$ cat config.mk
export PLATFORM = sky130hd
export DESIGN_NAME = whack_round_ctrl
export DESIGN_NICKNAME = d
export VERILOG_FILES = /design/src/rtl/whack_round_ctrl.sv
export SDC_FILE = /design/constraint.sdc
export NUM_CORES = 1
export LEC_CHECK = 0
export CORE_MARGIN = 1.5
export CORE_UTILIZATION = 30
export DETAILED_ROUTE_END_ITERATION = 12
export GPL_TIMING_DRIVEN = 0
export PLACE_DENSITY = 0.5
export SYNTH_ARGS = -nofsm -noshare
export SYNTH_HDL_FRONTEND = slang
export SYNTH_SLANG_ARGS = --single-unit
$ cat constraint.sdc
create_clock -name clk -period 2.5 [get_ports clk]
set_input_delay 0.25 -clock clk [delete_from_list [all_inputs] [get_ports clk]]
set_output_delay 0.25 -clock clk [all_outputs]
set_load 0.1 [all_outputs]
$ cat src/rtl/whack_round_ctrl.sv
// whack_round_ctrl
//   Game-round controller for a whack-a-mole style game. It shows a one-hot
//   target on the LEDs, grades debounced button pulses as hits or misses,
//   keeps score, misses and difficulty level, and drives the speed timer.
//
// Ports
//   clk        in   system clock
//   rst        in   synchronous, active-low reset
//   start      in   one-cycle pulse, begins a new game from IDLE or OVER
//   timeout    in   one-cycle pulse from the speed timer (target window expired)
//   btn[3:0]   in   debounced one-cycle button pulses, one bit per LED
//   enable     out  run request to the speed timer
//   speed[1:0] out  difficulty level: 0 slow, 1 mid, 2 fast
//   led[3:0]   out  target display (one-hot in play, all on at game over)
//   score[7:0] out  hit count, saturating at 255
//   misses[2:0] out miss count
//   game_over  out  high while in OVER
module whack_round_ctrl #(
    parameter int unsigned LIVES          = 3,
    parameter int unsigned HITS_PER_LEVEL = 5,
    parameter logic [7:0]  LFSR_SEED      = 8'hA5
) (
    input  logic       clk,
    input  logic       rst,
    input  logic       start,
    input  logic       timeout,
    input  logic [3:0] btn,
    output logic       enable,
    output logic [1:0] speed,
    output logic [3:0] led,
    output logic [7:0] score,
    output logic [2:0] misses,
    output logic       game_over
);

    typedef enum logic [2:0] {
        S_IDLE,
        S_SHOW,
        S_WAIT,
        S_GAP,
        S_OVER
    } state_t;

    state_t     state, state_n;

    logic [7:0] lfsr, lfsr_n;
    logic [3:0] hit_cnt, hit_cnt_n;
    logic       enable_n;
    logic [1:0] speed_n;
    logic [3:0] led_n;
    logic [7:0] score_n;
    logic [2:0] misses_n;
    logic       game_over_n;

    logic       hit, miss;
    logic [2:0] misses_inc;
    logic [3:0] hit_inc;
    logic       lfsr_fb;

    // A button pulse always takes priority over a timeout in the same cycle.
    assign hit        = (btn != 4'd0) && (btn == led);
    assign miss       = ((btn != 4'd0) && (btn != led)) || ((btn == 4'd0) && timeout);
    assign misses_inc = misses + 3'd1;
    assign hit_inc    = hit_cnt + 4'd1;
    // x^8 + x^6 + x^5 + x^4 + 1
    assign lfsr_fb    = lfsr[7] ^ lfsr[5] ^ lfsr[4] ^ lfsr[3];

    // State register
    always_ff @(posedge clk) begin
        if (!rst) state <= S_IDLE;
        else      state <= state_n;
    end

    // Next-state logic
    always_comb begin
        state_n = state;
        case (state)
            S_IDLE: if (start) state_n = S_SHOW;
            S_SHOW: state_n = S_WAIT;
            S_WAIT: begin
                if (hit)       state_n = S_GAP;
                else if (miss) state_n = (misses_inc == 3'(LIVES)) ? S_OVER : S_GAP;
            end
            S_GAP:  state_n = S_SHOW;
            S_OVER: if (start) state_n = S_SHOW;
            default: state_n = S_IDLE;
        endcase
    end

    // Output logic: computes the next value of every registered output, keyed
    // on the current state, so the outputs change on the transition edge.
    always_comb begin
        lfsr_n      = lfsr;
        hit_cnt_n   = hit_cnt;
        enable_n    = enable;
        speed_n     = speed;
        led_n       = led;
        score_n     = score;
        misses_n    = misses;
        game_over_n = game_over;
        case (state)
            S_IDLE, S_OVER: begin
                if (start) begin
                    score_n     = '0;
                    misses_n    = '0;
                    speed_n     = '0;
                    hit_cnt_n   = '0;
                    lfsr_n      = LFSR_SEED;
                    led_n       = '0;
                    enable_n    = 1'b0;
                    game_over_n = 1'b0;
                end
            end
            S_SHOW: begin
                case (lfsr[1:0])
                    2'b00:   led_n = 4'b0001;
                    2'b01:   led_n = 4'b0010;
                    2'b10:   led_n = 4'b0100;
                    default: led_n = 4'b1000;
                endcase
                lfsr_n   = {lfsr[6:0], lfsr_fb};
                enable_n = 1'b1;
            end
            S_WAIT: begin
                if (hit) begin
                    score_n = (score == 8'hFF) ? score : score + 8'd1;
                    if (hit_inc == 4'(HITS_PER_LEVEL)) begin
                        hit_cnt_n = '0;
                        if (speed < 2'd2) speed_n = speed + 2'd1;
                    end else begin
                        hit_cnt_n = hit_inc;
                    end
                    led_n    = '0;
                    enable_n = 1'b0;
                end else if (miss) begin
                    misses_n  = misses_inc;
                    hit_cnt_n = '0;
                    enable_n  = 1'b0;
                    if (misses_inc == 3'(LIVES)) begin
                        led_n       = 4'hF;
                        game_over_n = 1'b1;
                    end else begin
                        led_n = '0;
                    end
                end
            end
            default: ;
        endcase
    end

    // Registered outputs and datapath
    always_ff @(posedge clk) begin
        if (!rst) begin
            lfsr      <= LFSR_SEED;
            hit_cnt   <= '0;
            enable    <= 1'b0;
            speed     <= '0;
            led       <= '0;
            score     <= '0;
            misses    <= '0;
            game_over <= 1'b0;
        end else begin
            lfsr      <= lfsr_n;
            hit_cnt   <= hit_cnt_n;
            enable    <= enable_n;
            speed     <= speed_n;
            led       <= led_n;
            score     <= score_n;
            misses    <= misses_n;
            game_over <= game_over_n;
        end
    end

endmodule

==> reports/metrics.csv, run 1 <==
stage;metric;value;unit
run_status;run status;complete, no violations;
sta;max-slew violations;0;
cts;clk root buf;clkbuf_8;
layout;number of inserted diodes;0;
floorplan;Initial Util;0.308;
sta;worst clock skew;0.00505;ns
setup_path;Worst EP arrival;2.45;ns
global_route;global route overflow;0;
power;pwr dens;568;nW/µm²
layout;most common cell after layout, fill and taps aside;dfxtp_1;
sta;hold_ws;0.462;ns
sta;Post-Route Setup TNS;0;ns
drt;DRT Pass-1 Iters;4;
sta;actual slew at the worst max-slew pin;0.972;ns
yosys;Synthesized Nets;214;
layout;area delta synth->final;25.4;%
setup_path;Register-to-Register Path Depth;6;
power;peak supply drop;0.262;mV
placement;Final Wtd Congestion;0.767;
drt;antenna viol nets, final;0;
sta;Tmin final;2.31;ns
cts;H-tree lvl count;2;
cts;TritonCTS Sinks;34;
yosys;Main synth FF type;dfxtp_1;
sta;fmax;434;MHz
yosys;Post-synth EDFFs;0;
drt;DRT Wirelength;4260;µm
yosys;Yosys cell types;50;
floorplan;die area;6520;µm²
setup_path;family with the most delay on the worst path;simple AND/OR/NAND/NOR gates;
min_path;hold endpoint;game_over;
global_route;GR Util All Layers;0.145;
layout;Final #Nets;247;
setup_path;Buf+Inv Stages, Crit Path;1;
setup_path;RR Startpoint;state[1];
setup_path;CP max-delay cell;o41ai_1;
yosys;asr flop ratio synth;0;
power;Lkg Pwr;0.000797;µW
sta;post-route clock period utilization;0.923;
min_path;Hold Startpoint;game_over;
layout;Finished Core Util;0.386;
cts;worst skew pair latency;0.28;ns
yosys;#FFs+latches synth;34;
sta;PnR worst setup slack;0.194;ns
sta;final hold violation count;0;
power;Pwr Total;1290;µW
drt;DRC;0;
floorplan;cell row count;28;
drt;via count;1558;
setup_path;R2R Setup Slk;0.53;ns
placement;detailed placement HPWL;3100;µm
setup_path;crit end category;flip-flop;
drt;routed vias/inst;5.03;
yosys;YS warnings;0;
floorplan;die height;80.8;µm
cts;CTS tree;built;
cts;Post-CTS Resized;0;
yosys;Yosys top cell area share;0.375;
setup_path;max incr delay on CP;0.65;ns
yosys;Synth area leaders;dfxtp_1 38%, nand2_1 4.6%, xnor2_1 4.3%;
placement;# port buffers;26;
yosys;mapped cell area;1810;µm²
cts;post-CTS setup buffers;0;
cts;cts bufs inserted;5;
floorplan;Die Width;80.8;µm
yosys;Post-Syn Area per Cell;9.03;µm²
sta;max_slew headroom;0.350;
drt;DR iter-0 viols;56;
setup_path;Critical Path Fanout Max;6;
yosys;Yosys top cell by area;dfxtp_1;
setup_path;Critical Path RT;2.64;ns
global_route;vias in the first global route;1472;
global_route;largest net degree at the start of global routing;11;
cts;Clock transition at path regs;0.07;ns
setup_path;critical path class;in2reg;
yosys;Post-Syn Instances;201;
floorplan;num ports;27;
cts;cts hold-fix bufs;0;
layout;most frequent cells in the layout;34 x dfxtp_1, 26 x clkdlybuf4s50_1, 22 x nand2_1;
flow_run;max_cap viols;0;
floorplan;core area;5890;µm²
placement;worst slack, placed;-0.0825;ns
min_path;Hold Path Stages;2;
drt;wire length per cell;13.7;µm
global_route;initial antenna violation count;0;
setup_path;crit path cell chain;clkdlybuf4s50_1, or2_2, o41ai_1, nand2_1, nand4_1, o211ai_1;
layout;share of layout cells above drive strength 1;0.0894;
yosys;register area share after synthesis;0.375;
min_path;worst hold path type;reg2reg;
setup_path;r2r endpoint;speed[0];
global_route;first-pass GRT wire length;7320;µm
sta;Final setup viols;0;
sta;RSZ-0062 raised after global routing;no;
setup_path;Startpoint Class;input pin;
cts;Max clock buf depth;2;
[worst reg2reg max path, delay by kind of cell, from the launching register on]
kind | cells | cell delay [ns]
buf+inv | 1 | 0.18
compound gates | 2 | 0.31
simple gates | 3 | 0.96
flops | 1 | 0.43
[worst max-delay path by stage]
| stage | startpoint | endpoint | cells past startpoint |
|---|---|---|---|
| global placement | btn[1] | led[1] | 6 |
| finish | btn[1] | led[1] | 6 |
| floorplan | led[2] | speed[0] | 6 |
| detailed placement | btn[1] | led[1] | 6 |
| CTS | btn[1] | led[1] | 6 |
| global route | btn[1] | led[1] | 6 |
[routing by layer]
layer,vias up,share of wire,track usage
li1,793,-,-
met1,732,0.52,0.204
met2,31,0.44,0.221
met3,2,0.033,0.0337
met4,0,0.0059,0.0414
met5,-,0,0
[registers in the layout (all words and copies together) (netlist names)]
register,count
game_over,1
score,8
lfsr,8
misses,3
speed,2
hit_cnt,4
led,4
enable,1
state,3
[layout make-up]
class,count,area [µm²]
clock buffers,7,76.3
flip-flops and latches,34,681
inverters,5,18.8
repair buffers,26,260
fillers,624,3610
well taps,75,93.8
multi-input cells,154,1070
clock inverters,1,30.0
plain buffers,8,41.3
[synth_stat cells, drive strengths merged, types with 3 or more instances]
library cell and n:
xnor2 9, nand3 13, clkbuf 4, a21boi 7, inv 5, nor4 5
and2 5, nor2 11, xor2 6, and3 3, buf 4, nand4 3
nor4b 3, or3b 3, ha 5, nor2b 9, o22ai 4, nor3 6
a22oi 5, o21ai 3, dfxtp 34, a21oi 4, nand2 22
[cell families after synthesis]
kind of cell	share of synthesized area
AO/OA/AOI/OAI	0.150
AND/OR/NAND/NOR	0.324
flip-flops	0.375
XOR/XNOR	0.0724
multiplexers	0.0110
adder cells (fa/ha/maj)	0.0345
buffers and inverters	0.0331
[stage by stage]
step	cell area, µm²	cells
floorplan	1810	201
global placement	2170	302
detailed placement	2170	302
CTS	2270	310
global route	2270	310
finish	2270	310
[where the power goes]
part           internal (µW)  switching [µW]  leakage [µW]  total, µW
logic                   78.2             138      0.000469        217
clock network            298             190     0.0000524        488
registers                564            24.6      0.000276        588
Power figures use the tool's default switching activity.
==> run 2, diff against run 1 <==
==> constraint.sdc (replaced) <==
create_clock -name clk -period 2.33 [get_ports clk]
set_input_delay 0.233 -clock clk [delete_from_list [all_inputs] [get_ports clk]]
set_output_delay 0.233 -clock clk [all_outputs]
set_load 0.1 [all_outputs]
==> run 2 against run 1 <==
Against the previous run:
- power grew 1.9%
- first-iteration DRC count shrank 20%
- die area is the same
- global-route usage grew 0.091 points
- sequential power grew 7.3%
- worst hold slack gained 0.0030 ns
- combinational power grew 7%
- count of clock-buffer cells in the layout is the same
- flip-flop and latch count is the same
- clock skew grew 0.0017 ns
- cell count is the same
- highest routed layer unchanged
==> reports/metrics.csv, run 2 (synthesis gave the netlist of run 1 again) <==
stage;metric;value;unit;change
run_status;run status;complete, no violations;;
sta;actual slew at the worst max-slew pin;0.971;ns;-0.000444 ns
global_route;initial antenna violation count;0;;unchanged
setup_path;Worst EP arrival;1.91;ns;-0.54 ns
floorplan;die height;80.8;µm;unchanged
floorplan;num ports;27;;unchanged
layout;area delta synth->final;25.1;%;
setup_path;Startpoint Class;flip-flop;;
sta;Post-Route Setup TNS;0;ns;unchanged
setup_path;crit path cell chain;clkdlybuf4s50_1;;
setup_path;Critical Path Fanout Max;6;;unchanged
power;Lkg Pwr;0.000795;µW;-0.26%
layout;biggest regs;lfsr x8, score x8;;
setup_path;Buf+Inv Stages, Crit Path;1;;unchanged
floorplan;die area;6520;µm²;unchanged
placement;detailed placement HPWL;3070;µm;-0.89%
cts;Clock transition at path regs;0.07;ns;about the same
sta;worst clock skew;0.00678;ns;+0.00173 ns
setup_path;CP max-delay cell;clkdlybuf4s50_1;;
sta;Final setup viols;0;;unchanged
layout;most frequent cells in the layout;32 x dfxtp_1, 26 x clkdlybuf4s50_1, 22 x nand2_1;;
floorplan;Initial Util;0.308;;unchanged
setup_path;critical path class;reg2out;;
placement;# port buffers;26;;unchanged
global_route;global route overflow;0;;unchanged
cts;CTS tree;built;;
sta;max-slew violations;0;;unchanged
cts;worst skew pair latency;0.28;ns;about the same
placement;dpl cells;302;;unchanged
layout;Final #Nets;247;;unchanged
drt;wire length per cell;13.7;µm;about the same
global_route;GR Util All Layers;0.146;;+0.000908
layout;most common cell after layout, fill and taps aside;dfxtp_1;;
setup_path;max incr delay on CP;1.18;ns;+0.53 ns
cts;Max clock buf depth;2;;unchanged
floorplan;Die Width;80.8;µm;unchanged
global_route;largest net degree at the start of global routing;11;;unchanged
global_route;first-pass GRT wire length;7360;µm;+0.48%
cts;cts bufs inserted;5;;unchanged
min_path;worst hold path type;reg2reg;;
sta;final hold violation count;0;;unchanged
sta;post-route clock period utilization;0.921;;
sta;hold_ws;0.465;ns;+0.00297 ns
drt;DR iter-0 viols;45;;-20%
setup_path;crit end category;output pin;;
setup_path;Critical Path RT;2.10;ns;-0.54 ns
drt;via count;1562;;+0.26%
sta;max_slew headroom;0.350;;about the same
cts;clk root buf;clkbuf_8;;
setup_path;family with the most delay on the worst path;buffers and inverters;;
power;peak supply drop;0.278;mV;+5.7%
sta;fmax;466;MHz;
floorplan;cell row count;28;;unchanged
layout;Non-Filler Instances;310;;unchanged
sta;RSZ-0062 raised after global routing;no;;
cts;cts hold-fix bufs;0;;unchanged
flow_run;max_cap viols;0;;unchanged
power;pwr dens;581;nW/µm²;+2.1%
global_route;vias in the first global route;1496;;+1.6%
cts;TritonCTS Sinks;34;;unchanged
placement;Final Wtd Congestion;0.793;;+3.4%
drt;antenna viol nets, final;0;;unchanged
drt;routed vias/inst;5.04;;+0.26%
layout;share of layout cells above drive strength 1;0.106;;+0.0170
drt;DRT Wirelength;4260;µm;about the same
sta;Tmin final;2.15;ns;
floorplan;core area;5890;µm²;unchanged
drt;DRT Pass-1 Iters;4;;unchanged
drt;DRC;0;;unchanged
layout;number of inserted diodes;0;;unchanged
cts;H-tree lvl count;2;;unchanged
[run 2: metrics by stage]
step           area (µm²)  utilization  power (µW)  setup slack [ns]
2_1_floorplan        1820            -         808            0.0476
4_1_cts              2260        0.384        1340             0.107
3_3_place_gp         2170        0.369         875            -0.219
5_1_grt              2270        0.386        1380             0.120
3_5_place_dp         2170        0.369         874            -0.194
6_report             2270        0.386        1320             0.183
[run 2: worst paths after layout]
kind | from | endpoint | slack, ns | cells after the start
max | score[0] | score[0] | 0.18 | 1
min | game_over | game_over | 0.47 | 2
max reg2reg | state[1] | speed[0] | 0.34 | 6
min reg2reg | game_over | game_over | 0.47 | 2
[run 2: what timing repair did]
action | 4_1_cts | 5_1_grt
setup buffers | 0 | 0
setup endpoints to repair | 0 | 3
endpoints found under the hold margin | 0 | 0
resized for setup | 0 | 1
[run 2: power breakdown]
group          internal [µW]  switching [µW]  total (µW)  leakage [µW]
clock                    239             217         455     0.0000482
sequential               605            26.1         631      0.000277
combinational           84.7             147         232      0.000470
total                    928             390        1320      0.000795
[run 2: worst min-delay path: cells and delay by family (launching register included)]
family	cells	cell delay [ns]
DFF	1	0.31
and+or+nand+nor	2	0.11
[run 2: final cells by class]
class,count,area [µm²]
Timing Repair Buffer,26,260
Buffer,8,41.3
Multi-Input combinational cell,154,1080
Sequential cell,34,683
Clock buffer,7,86.3
Clock inverter,1,5.00
Fill cell,618,3620
Inverter,5,18.8
Tap cell,75,93.8
[run 2: layer usage]
layer | global-route usage | up-vias | part of all wire
met3 | 0.0382 | 4 | 0.039
met4 | 0.0362 | 0 | 0.0073
met2 | 0.225 | 29 | 0.45
met5 | 0 | - | 0
li1 | - | 796 | -
met1 | 0.202 | 733 | 0.50
==> run 3, diff against run 2 <==
--- a/config.mk
+++ b/config.mk
@@ -10,6 +10,7 @@
 export DETAILED_ROUTE_END_ITERATION = 12
 export GPL_TIMING_DRIVEN = 0
 export PLACE_DENSITY = 0.5
+export SKIP_CTS_REPAIR_TIMING = 1
 export SYNTH_ARGS = -nofsm -noshare
 export SYNTH_HDL_FRONTEND = slang
 export SYNTH_SLANG_ARGS = --single-unit
==> results of run 3 <==
The final DEF is identical to that of run 2; final timing and power are the same.
